--- config.mk ---
export PLATFORM = sky130hd
export DESIGN_NAME = multdiv_sequencer_flat
export DESIGN_NICKNAME = d
export VERILOG_FILES = /design/src/rtl/multdiv_pkg.sv /design/src/rtl/multdiv_sequencer_if.sv /design/src/rtl/multdiv_cycle_counter.sv /design/src/rtl/multdiv_sequencer.sv /design/src/flat_wrapper.sv
export SDC_FILE = /design/constraint.sdc
export NUM_CORES = 1
export LEC_CHECK = 0
export BUFFER_PORTS_ARGS = -buffer_cell sky130_fd_sc_hd__clkbuf_2
export CAP_MARGIN = 5
export CORE_ASPECT_RATIO = 0.5
export CORE_UTILIZATION = 46
export DETAILED_ROUTE_END_ITERATION = 8
export PLACE_DENSITY = 0.78
export SLEW_MARGIN = 20
export SYNTH_ARGS = -nofsm -noshare
export SYNTH_HDL_FRONTEND = slang
export SYNTH_SLANG_ARGS = --single-unit
--- constraint.sdc ---
create_clock -name clock -period 4.5 [get_ports clock]
set_clock_uncertainty 0.2 [all_clocks]
set_input_delay 1.35 -clock clock [delete_from_list [all_inputs] [get_ports clock]]
set_output_delay 1.35 -clock clock [all_outputs]
set_load 0.005 [all_outputs]
--- src/rtl/multdiv_pkg.sv ---
// Shared definitions for the multiply/divide sequencer: FSM encoding and
// default sizing.
package multdiv_pkg;

  typedef enum logic [1:0] {
    IDLE     = 2'b00,
    MULT_RUN = 2'b01,
    DIV_RUN  = 2'b10,
    DONE     = 2'b11
  } state_e;

  localparam int WIDTH_DEF   = 32;
  localparam int TIMEOUT_DEF = 40;
  localparam int CNT_W_DEF   = 6;

endpackage

--- src/rtl/multdiv_sequencer_if.sv ---
// Request/response and datapath-facing signals of the multiply/divide
// sequencer; the sequencer uses the slave modport.
interface multdiv_sequencer_if
  import multdiv_pkg::*;
#(
  parameter int WIDTH = WIDTH_DEF
);
  logic             ctrl_MULT;
  logic             ctrl_DIV;
  logic [WIDTH-1:0] data_operandA;
  logic [WIDTH-1:0] data_operandB;
  logic [WIDTH-1:0] op_a;
  logic [WIDTH-1:0] op_b;
  logic             mult_start;
  logic             div_start;
  logic             mult_done;
  logic [WIDTH-1:0] mult_result;
  logic             mult_ovf;
  logic             div_done;
  logic [WIDTH-1:0] div_result;
  logic [WIDTH-1:0] data_result;
  logic             data_exception;
  logic             data_resultRDY;
  logic             busy;

  modport slave (
    input  ctrl_MULT, ctrl_DIV, data_operandA, data_operandB,
    input  mult_done, mult_result, mult_ovf, div_done, div_result,
    output op_a, op_b, mult_start, div_start,
    output data_result, data_exception, data_resultRDY, busy
  );

  modport master (
    output ctrl_MULT, ctrl_DIV, data_operandA, data_operandB,
    output mult_done, mult_result, mult_ovf, div_done, div_result,
    input  op_a, op_b, mult_start, div_start,
    input  data_result, data_exception, data_resultRDY, busy
  );
endinterface

--- src/rtl/multdiv_cycle_counter.sv ---
// Clearable, enabled, saturating cycle counter used as the run-state watchdog.
module multdiv_cycle_counter #(
  parameter int CNT_W = 6,
  parameter int LIMIT = 40
) (
  input  logic clock,
  input  logic reset,
  input  logic clear,
  input  logic en,
  output logic reach,
  output logic at_limit
);
  localparam logic [CNT_W-1:0] LIM    = CNT_W'(LIMIT);
  localparam logic [CNT_W-1:0] LIM_M1 = CNT_W'(LIMIT - 1);

  logic [CNT_W-1:0] count_q, count_d;

  always_comb begin
    count_d = count_q;
    if (clear) begin
      count_d = '0;
    end else if (en && (count_q != LIM)) begin
      count_d = count_q + CNT_W'(1);
    end
  end

  always_ff @(posedge clock or posedge reset) begin
    if (reset) begin
      count_q <= '0;
    end else begin
      count_q <= count_d;
    end
  end

  // reach: the increment taken at this edge lands exactly on the limit.
  assign reach    = en && !clear && (count_q == LIM_M1);
  assign at_limit = (count_q == LIM);
endmodule

--- src/rtl/multdiv_sequencer.sv ---
// Shares one multiplier and one divider behind a single request port:
// latches operands, starts the chosen unit, waits for done or watchdog.
module multdiv_sequencer
  import multdiv_pkg::*;
#(
  parameter int WIDTH   = WIDTH_DEF,
  parameter int TIMEOUT = TIMEOUT_DEF,
  parameter int CNT_W   = CNT_W_DEF
) (
  input logic                clock,
  input logic                reset,
  multdiv_sequencer_if.slave bus
);
  state_e           state_q, state_d;
  logic [WIDTH-1:0] op_a_q, op_a_d, op_b_q, op_b_d;
  logic [WIDTH-1:0] result_q, result_d;
  logic             exc_q, exc_d;
  logic             rdy_q, rdy_d;
  logic             busy_q, busy_d;
  logic             mult_start_q, mult_start_d;
  logic             div_start_q, div_start_d;
  logic             cnt_clear, cnt_en, cnt_reach, cnt_at_limit, watchdog;

  assign cnt_en   = (state_q == MULT_RUN) || (state_q == DIV_RUN);
  assign watchdog = cnt_reach || cnt_at_limit;

  multdiv_cycle_counter #(
    .CNT_W (CNT_W),
    .LIMIT (TIMEOUT)
  ) u_counter (
    .clock    (clock),
    .reset    (reset),
    .clear    (cnt_clear),
    .en       (cnt_en),
    .reach    (cnt_reach),
    .at_limit (cnt_at_limit)
  );

  always_comb begin
    state_d      = state_q;
    op_a_d       = op_a_q;
    op_b_d       = op_b_q;
    result_d     = result_q;
    exc_d        = exc_q;
    mult_start_d = 1'b0;
    div_start_d  = 1'b0;
    cnt_clear    = 1'b0;

    // A new request always wins over whatever is in flight; multiply beats divide.
    if (bus.ctrl_MULT) begin
      state_d      = MULT_RUN;
      op_a_d       = bus.data_operandA;
      op_b_d       = bus.data_operandB;
      result_d     = '0;
      exc_d        = 1'b0;
      mult_start_d = 1'b1;
      cnt_clear    = 1'b1;
    end else if (bus.ctrl_DIV) begin
      result_d  = '0;
      cnt_clear = 1'b1;
      if (bus.data_operandB != '0) begin
        state_d     = DIV_RUN;
        op_a_d      = bus.data_operandA;
        op_b_d      = bus.data_operandB;
        exc_d       = 1'b0;
        div_start_d = 1'b1;
      end else begin
        state_d = DONE;
        exc_d   = 1'b1;
      end
    end else begin
      case (state_q)
        MULT_RUN: begin
          // A done seen during the start cycle belongs to an earlier run.
          if (bus.mult_done && !mult_start_q) begin
            state_d  = DONE;
            result_d = bus.mult_result;
            exc_d    = bus.mult_ovf;
          end else if (watchdog) begin
            state_d  = DONE;
            result_d = '0;
            exc_d    = 1'b1;
          end
        end
        DIV_RUN: begin
          if (bus.div_done && !div_start_q) begin
            state_d  = DONE;
            result_d = bus.div_result;
            exc_d    = 1'b0;
          end else if (watchdog) begin
            state_d  = DONE;
            result_d = '0;
            exc_d    = 1'b1;
          end
        end
        DONE:    state_d = IDLE;
        default: state_d = IDLE;
      endcase
    end

    busy_d = (state_d == MULT_RUN) || (state_d == DIV_RUN);
    rdy_d  = (state_d == DONE);
  end

  always_ff @(posedge clock or posedge reset) begin
    if (reset) begin
      state_q      <= IDLE;
      op_a_q       <= '0;
      op_b_q       <= '0;
      result_q     <= '0;
      exc_q        <= 1'b0;
      rdy_q        <= 1'b0;
      busy_q       <= 1'b0;
      mult_start_q <= 1'b0;
      div_start_q  <= 1'b0;
    end else begin
      state_q      <= state_d;
      op_a_q       <= op_a_d;
      op_b_q       <= op_b_d;
      result_q     <= result_d;
      exc_q        <= exc_d;
      rdy_q        <= rdy_d;
      busy_q       <= busy_d;
      mult_start_q <= mult_start_d;
      div_start_q  <= div_start_d;
    end
  end

  assign bus.op_a           = op_a_q;
  assign bus.op_b           = op_b_q;
  assign bus.mult_start     = mult_start_q;
  assign bus.div_start      = div_start_q;
  assign bus.data_result    = result_q;
  assign bus.data_exception = exc_q;
  assign bus.data_resultRDY = rdy_q;
  assign bus.busy           = busy_q;
endmodule

--- src/flat_wrapper.sv ---
// flat-port wrapper written by rule: the top's interface ports become plain ports
module multdiv_sequencer_flat import multdiv_pkg::*;
#(
  parameter int WIDTH   = WIDTH_DEF,
  parameter int TIMEOUT = TIMEOUT_DEF,
  parameter int CNT_W   = CNT_W_DEF
)
  (clock, reset, bus_ctrl_MULT, bus_ctrl_DIV, bus_data_operandA, bus_data_operandB, bus_mult_done, bus_mult_result, bus_mult_ovf, bus_div_done, bus_div_result, bus_op_a, bus_op_b, bus_mult_start, bus_div_start, bus_data_result, bus_data_exception, bus_data_resultRDY, bus_busy);
  multdiv_sequencer_if #(.WIDTH(WIDTH)) bus_i ();
  input logic clock;
  input logic reset;
  input wire logic [$bits(bus_i.ctrl_MULT)-1:0] bus_ctrl_MULT;
  input wire logic [$bits(bus_i.ctrl_DIV)-1:0] bus_ctrl_DIV;
  input wire logic [$bits(bus_i.data_operandA)-1:0] bus_data_operandA;
  input wire logic [$bits(bus_i.data_operandB)-1:0] bus_data_operandB;
  input wire logic [$bits(bus_i.mult_done)-1:0] bus_mult_done;
  input wire logic [$bits(bus_i.mult_result)-1:0] bus_mult_result;
  input wire logic [$bits(bus_i.mult_ovf)-1:0] bus_mult_ovf;
  input wire logic [$bits(bus_i.div_done)-1:0] bus_div_done;
  input wire logic [$bits(bus_i.div_result)-1:0] bus_div_result;
  output wire logic [$bits(bus_i.op_a)-1:0] bus_op_a;
  output wire logic [$bits(bus_i.op_b)-1:0] bus_op_b;
  output wire logic [$bits(bus_i.mult_start)-1:0] bus_mult_start;
  output wire logic [$bits(bus_i.div_start)-1:0] bus_div_start;
  output wire logic [$bits(bus_i.data_result)-1:0] bus_data_result;
  output wire logic [$bits(bus_i.data_exception)-1:0] bus_data_exception;
  output wire logic [$bits(bus_i.data_resultRDY)-1:0] bus_data_resultRDY;
  output wire logic [$bits(bus_i.busy)-1:0] bus_busy;
  assign bus_i.ctrl_MULT = bus_ctrl_MULT;
  assign bus_i.ctrl_DIV = bus_ctrl_DIV;
  assign bus_i.data_operandA = bus_data_operandA;
  assign bus_i.data_operandB = bus_data_operandB;
  assign bus_i.mult_done = bus_mult_done;
  assign bus_i.mult_result = bus_mult_result;
  assign bus_i.mult_ovf = bus_mult_ovf;
  assign bus_i.div_done = bus_div_done;
  assign bus_i.div_result = bus_div_result;
  assign bus_op_a = bus_i.op_a;
  assign bus_op_b = bus_i.op_b;
  assign bus_mult_start = bus_i.mult_start;
  assign bus_div_start = bus_i.div_start;
  assign bus_data_result = bus_i.data_result;
  assign bus_data_exception = bus_i.data_exception;
  assign bus_data_resultRDY = bus_i.data_resultRDY;
  assign bus_busy = bus_i.busy;
  multdiv_sequencer #(.WIDTH(WIDTH), .TIMEOUT(TIMEOUT), .CNT_W(CNT_W)) u_core (.clock(clock), .reset(reset), .bus(bus_i));
endmodule
==> flow_summary.json <==
{
  "die-height_um": 85.9,
  "remaining_drc_errors": 0,
  "cts_made_buffers": 9,
  "synth_enable_flop_cells": 0,
  "synthArstFlopShare": 1.00,
  "num_rows": 30,
  "synthFlopType": "dfrtp_1",
  "synthToLayoutAreaGrowth_pct": 23.7,
  "place.gp.congestion": 0.874,
  "grt_pass1_vias": 6207,
  "post_drt_wl_per_cell_um": 17.1,
  "ys.warnings.count": 0,
  "synthCells": 697,
  "htreeDepth": 3,
  "synth_seq_area_share": 0.421,
  "design_area_mm2": 0.00801,
  "grt_pass1_wl_mm": 30.1,
  "clock_insertion_delay_worst_skew_ns": 0.35,
  "dp_hpwl_mm": 12.3,
  "tns_ns": 0,
  "cp-start-kind": "input pin",
  "hold_buffers": 0,
  "drt_iter0_drc": 548,
  "grt_util_all_layers": 0.254,
  "ioPinCount": 236,
  "post_route_cells_drive_above_1_share": 0.348,
  "dieArea_mm2": 0.0146,
  "ctsResizeCount": 0,
  "portBuffers": 235,
  "worst_ep_required_time_ns": 4.53,
  "routed_wl_mm": 18.6,
  "fin_crit_ns": 3.18,
  "hold_viol_final": 0,
  "via_per_inst": 5.83,
  "start_util": 0.475,
  "tightestPinTransition_ns": 1.01,
  "placed_area_mm2": 0.00770,
  "max-slew-margin-rel": 0.322,
  "p_leak_nw": 3.59,
  "reg2reg_depth": 7,
  "num_vias": 6316,
  "hold_slack_ns": 0.330,
  "worstSetupPathType": "input pin to register",
  "yosysUniqueCellTypes": 43,
  "arrival_ns": 3.21,
  "antenna_found_initial": 0,
  "die_w_um": 170,
  "num_antenna_cells": 0,
  "max_freq_mhz": 315,
  "cp_max_fo": 16,
  "end_kind": "register",
  "cts-root-buf": "clkbuf_16",
  "rsz0062_at_grt": "no",
  "synth_area_per_cell_um2": 9.29,
  "slew_violations": 0,
  "fillers": 1212,
  "drt-pass1-iter-count": 5,
  "hold_path_depth": 2,
  "synth_fp_nets": 838,
  "grt_max_degree": 76,
  "syn-cell-area_mm2": 0.00648,
  "outcome": "finished clean",
  "p_per_area_mw_per_mm2": 309,
  "vdd_drop_max_mv": 0.153,
  "cts_buffer_depth": 2,
  "postCtsSetupRepairBufs": 0,
  "nNetsFinal": 1028,
  "maxCapViolCount": 0,
  "period_share": 0.706,
  "core_area_mm2": 0.0136,
  "gr-total-overflow": 0,
  "numClockSinks": 109,
  "synth_seq_cells": 109,
  "timing.hold.worst.class": "register to register",
  "detail-route-antenna-nets": 0,
  "cts_tree": "done",
  "setup_viol": 0,
  "cts.clk_slew.worst_paths_ns": 0.08
}
## layer usage
layer	share of wire	global-route usage	vias up
li1	-	-	2996
met1	0.43	0.323	3059
met2	0.49	0.432	222
met3	0.056	0.0521	39
met4	0.020	0.0917	0
met5	0	0	-
## layout make-up
class	instances	area [µm²]	share of cell area
sequential	109	2730	0.340
inverter	10	40.0	0.00500
clock inverter	6	70.1	0.00875
tap	192	240	0.0300
timing repair buffer	255	1330	0.166
multi-input combinational	502	3370	0.420
clock buffer	10	239	0.0298
## logic make-up after synthesis
| group | synth area share |
|---|---|
| compound gates | 0.317 |
| xor+xnor | 0.00406 |
| flops | 0.421 |
| simple gates | 0.185 |
| fa+ha+maj | 0.0116 |
| buf+inv | 0.0612 |
## cells in the final DEF (no fill, tap or decap), types with 10 or more instances in the layout
cell	Yosys	routed
o21ai_0	37	37
o211ai_2	28	28
or3_1	26	26
clkbuf_2	0	234
a211o_1	22	22
dfrtp_1	109	109
nand2_1	56	56
nand2b_1	66	66
o21ai_1	33	33
a31oi_1	25	25
o211ai_1	46	46
nand3_1	22	22
o221ai_1	10	10
a211oi_1	66	66
buf_4	4	20
## flip-flops by register name, indices dropped and copies added (netlist names)
register                   cells
u_core.bus.op_b               32
u_core.bus.mult_start          1
u_core.bus.data_exception      1
u_core.bus.op_a               32
u_core.u_counter.count_q       6
u_core.state_q                 2
u_core.bus.div_start           1
u_core.bus.busy                1
u_core.bus.data_result        32
u_core.bus.data_resultRDY      1
## synthesized netlist by cell type, types with 2 or more instances
library cell,count,area share
a211o_1,22,0.030
a211oi_1,66,0.077
a21oi_1,4,0.0031
a31oi_1,25,0.024
and2_1,2,0.0019
buf_1,3,0.0017
buf_2,11,0.0085
buf_4,4,0.0046
buf_6,6,0.010
clkbuf_1,52,0.030
dfrtp_1,109,0.42
ha_1,6,0.012
inv_1,9,0.0052
nand2_1,56,0.032
nand2b_1,66,0.064
nand3_1,22,0.017
nand3b_1,2,0.0023
nand4_1,3,0.0029
nor2_1,7,0.0041
nor2b_1,4,0.0039
nor3_1,3,0.0023
nor4_1,8,0.0077
o211ai_1,46,0.053
o211ai_2,28,0.054
o21ai_0,37,0.029
o21ai_1,33,0.026
o221ai_1,10,0.014
or2_0,2,0.0019
or2_1,9,0.0087
or3_1,26,0.025
or3b_1,2,0.0027
xor2_1,3,0.0041
## where the power goes
part | total (mW) | switching (mW) | internal (mW) | leakage, nW
clock network | 0.832 | 0.381 | 0.451 | 0.141
registers | 1.09 | 0.0444 | 1.05 | 1.37
logic | 0.552 | 0.306 | 0.246 | 2.08
## per-stage QoR
| step | cells | worst slack (ns) | total power, mW | util |
|---|---|---|---|---|
| 4_1_cts | 1084 | 1.37 | 2.49 | 0.588 |
| 6_report | 1084 | 1.32 | 2.48 | 0.588 |
| 5_1_grt | 1084 | 1.21 | 2.59 | 0.588 |
| 3_3_place_gp | 1068 | 1.07 | 1.65 | 0.565 |
| 2_1_floorplan | 697 | 0.0761 | 1.45 | - |
| 3_5_place_dp | 1068 | 1.01 | 1.66 | 0.565 |
## path summary, 6_finish.rpt
path                                startpoint                          to  slack [ns]
hold / removal             u_core.bus.op_b[18]         u_core.bus.op_b[18]        0.33
setup / recovery                  bus_ctrl_DIV   u_core.bus.data_result[6]        1.32
hold reg to reg            u_core.bus.op_b[18]         u_core.bus.op_b[18]        0.33
max in group asynchronous                reset  u_core.bus.data_result[29]        2.31
setup reg to reg             u_core.state_q[0]   u_core.bus.data_result[6]        1.51
min in group asynchronous                reset          u_core.bus.op_a[2]        0.92
## worst max-delay path: stages
cell and delay [ns]:
clkbuf_2 0.14, nor2_1 0.18, nand4b_2 0.44, a31oi_2 0.68, buf_4 0.31, a211oi_1 0.10
(Power assumes the default switching activity.)
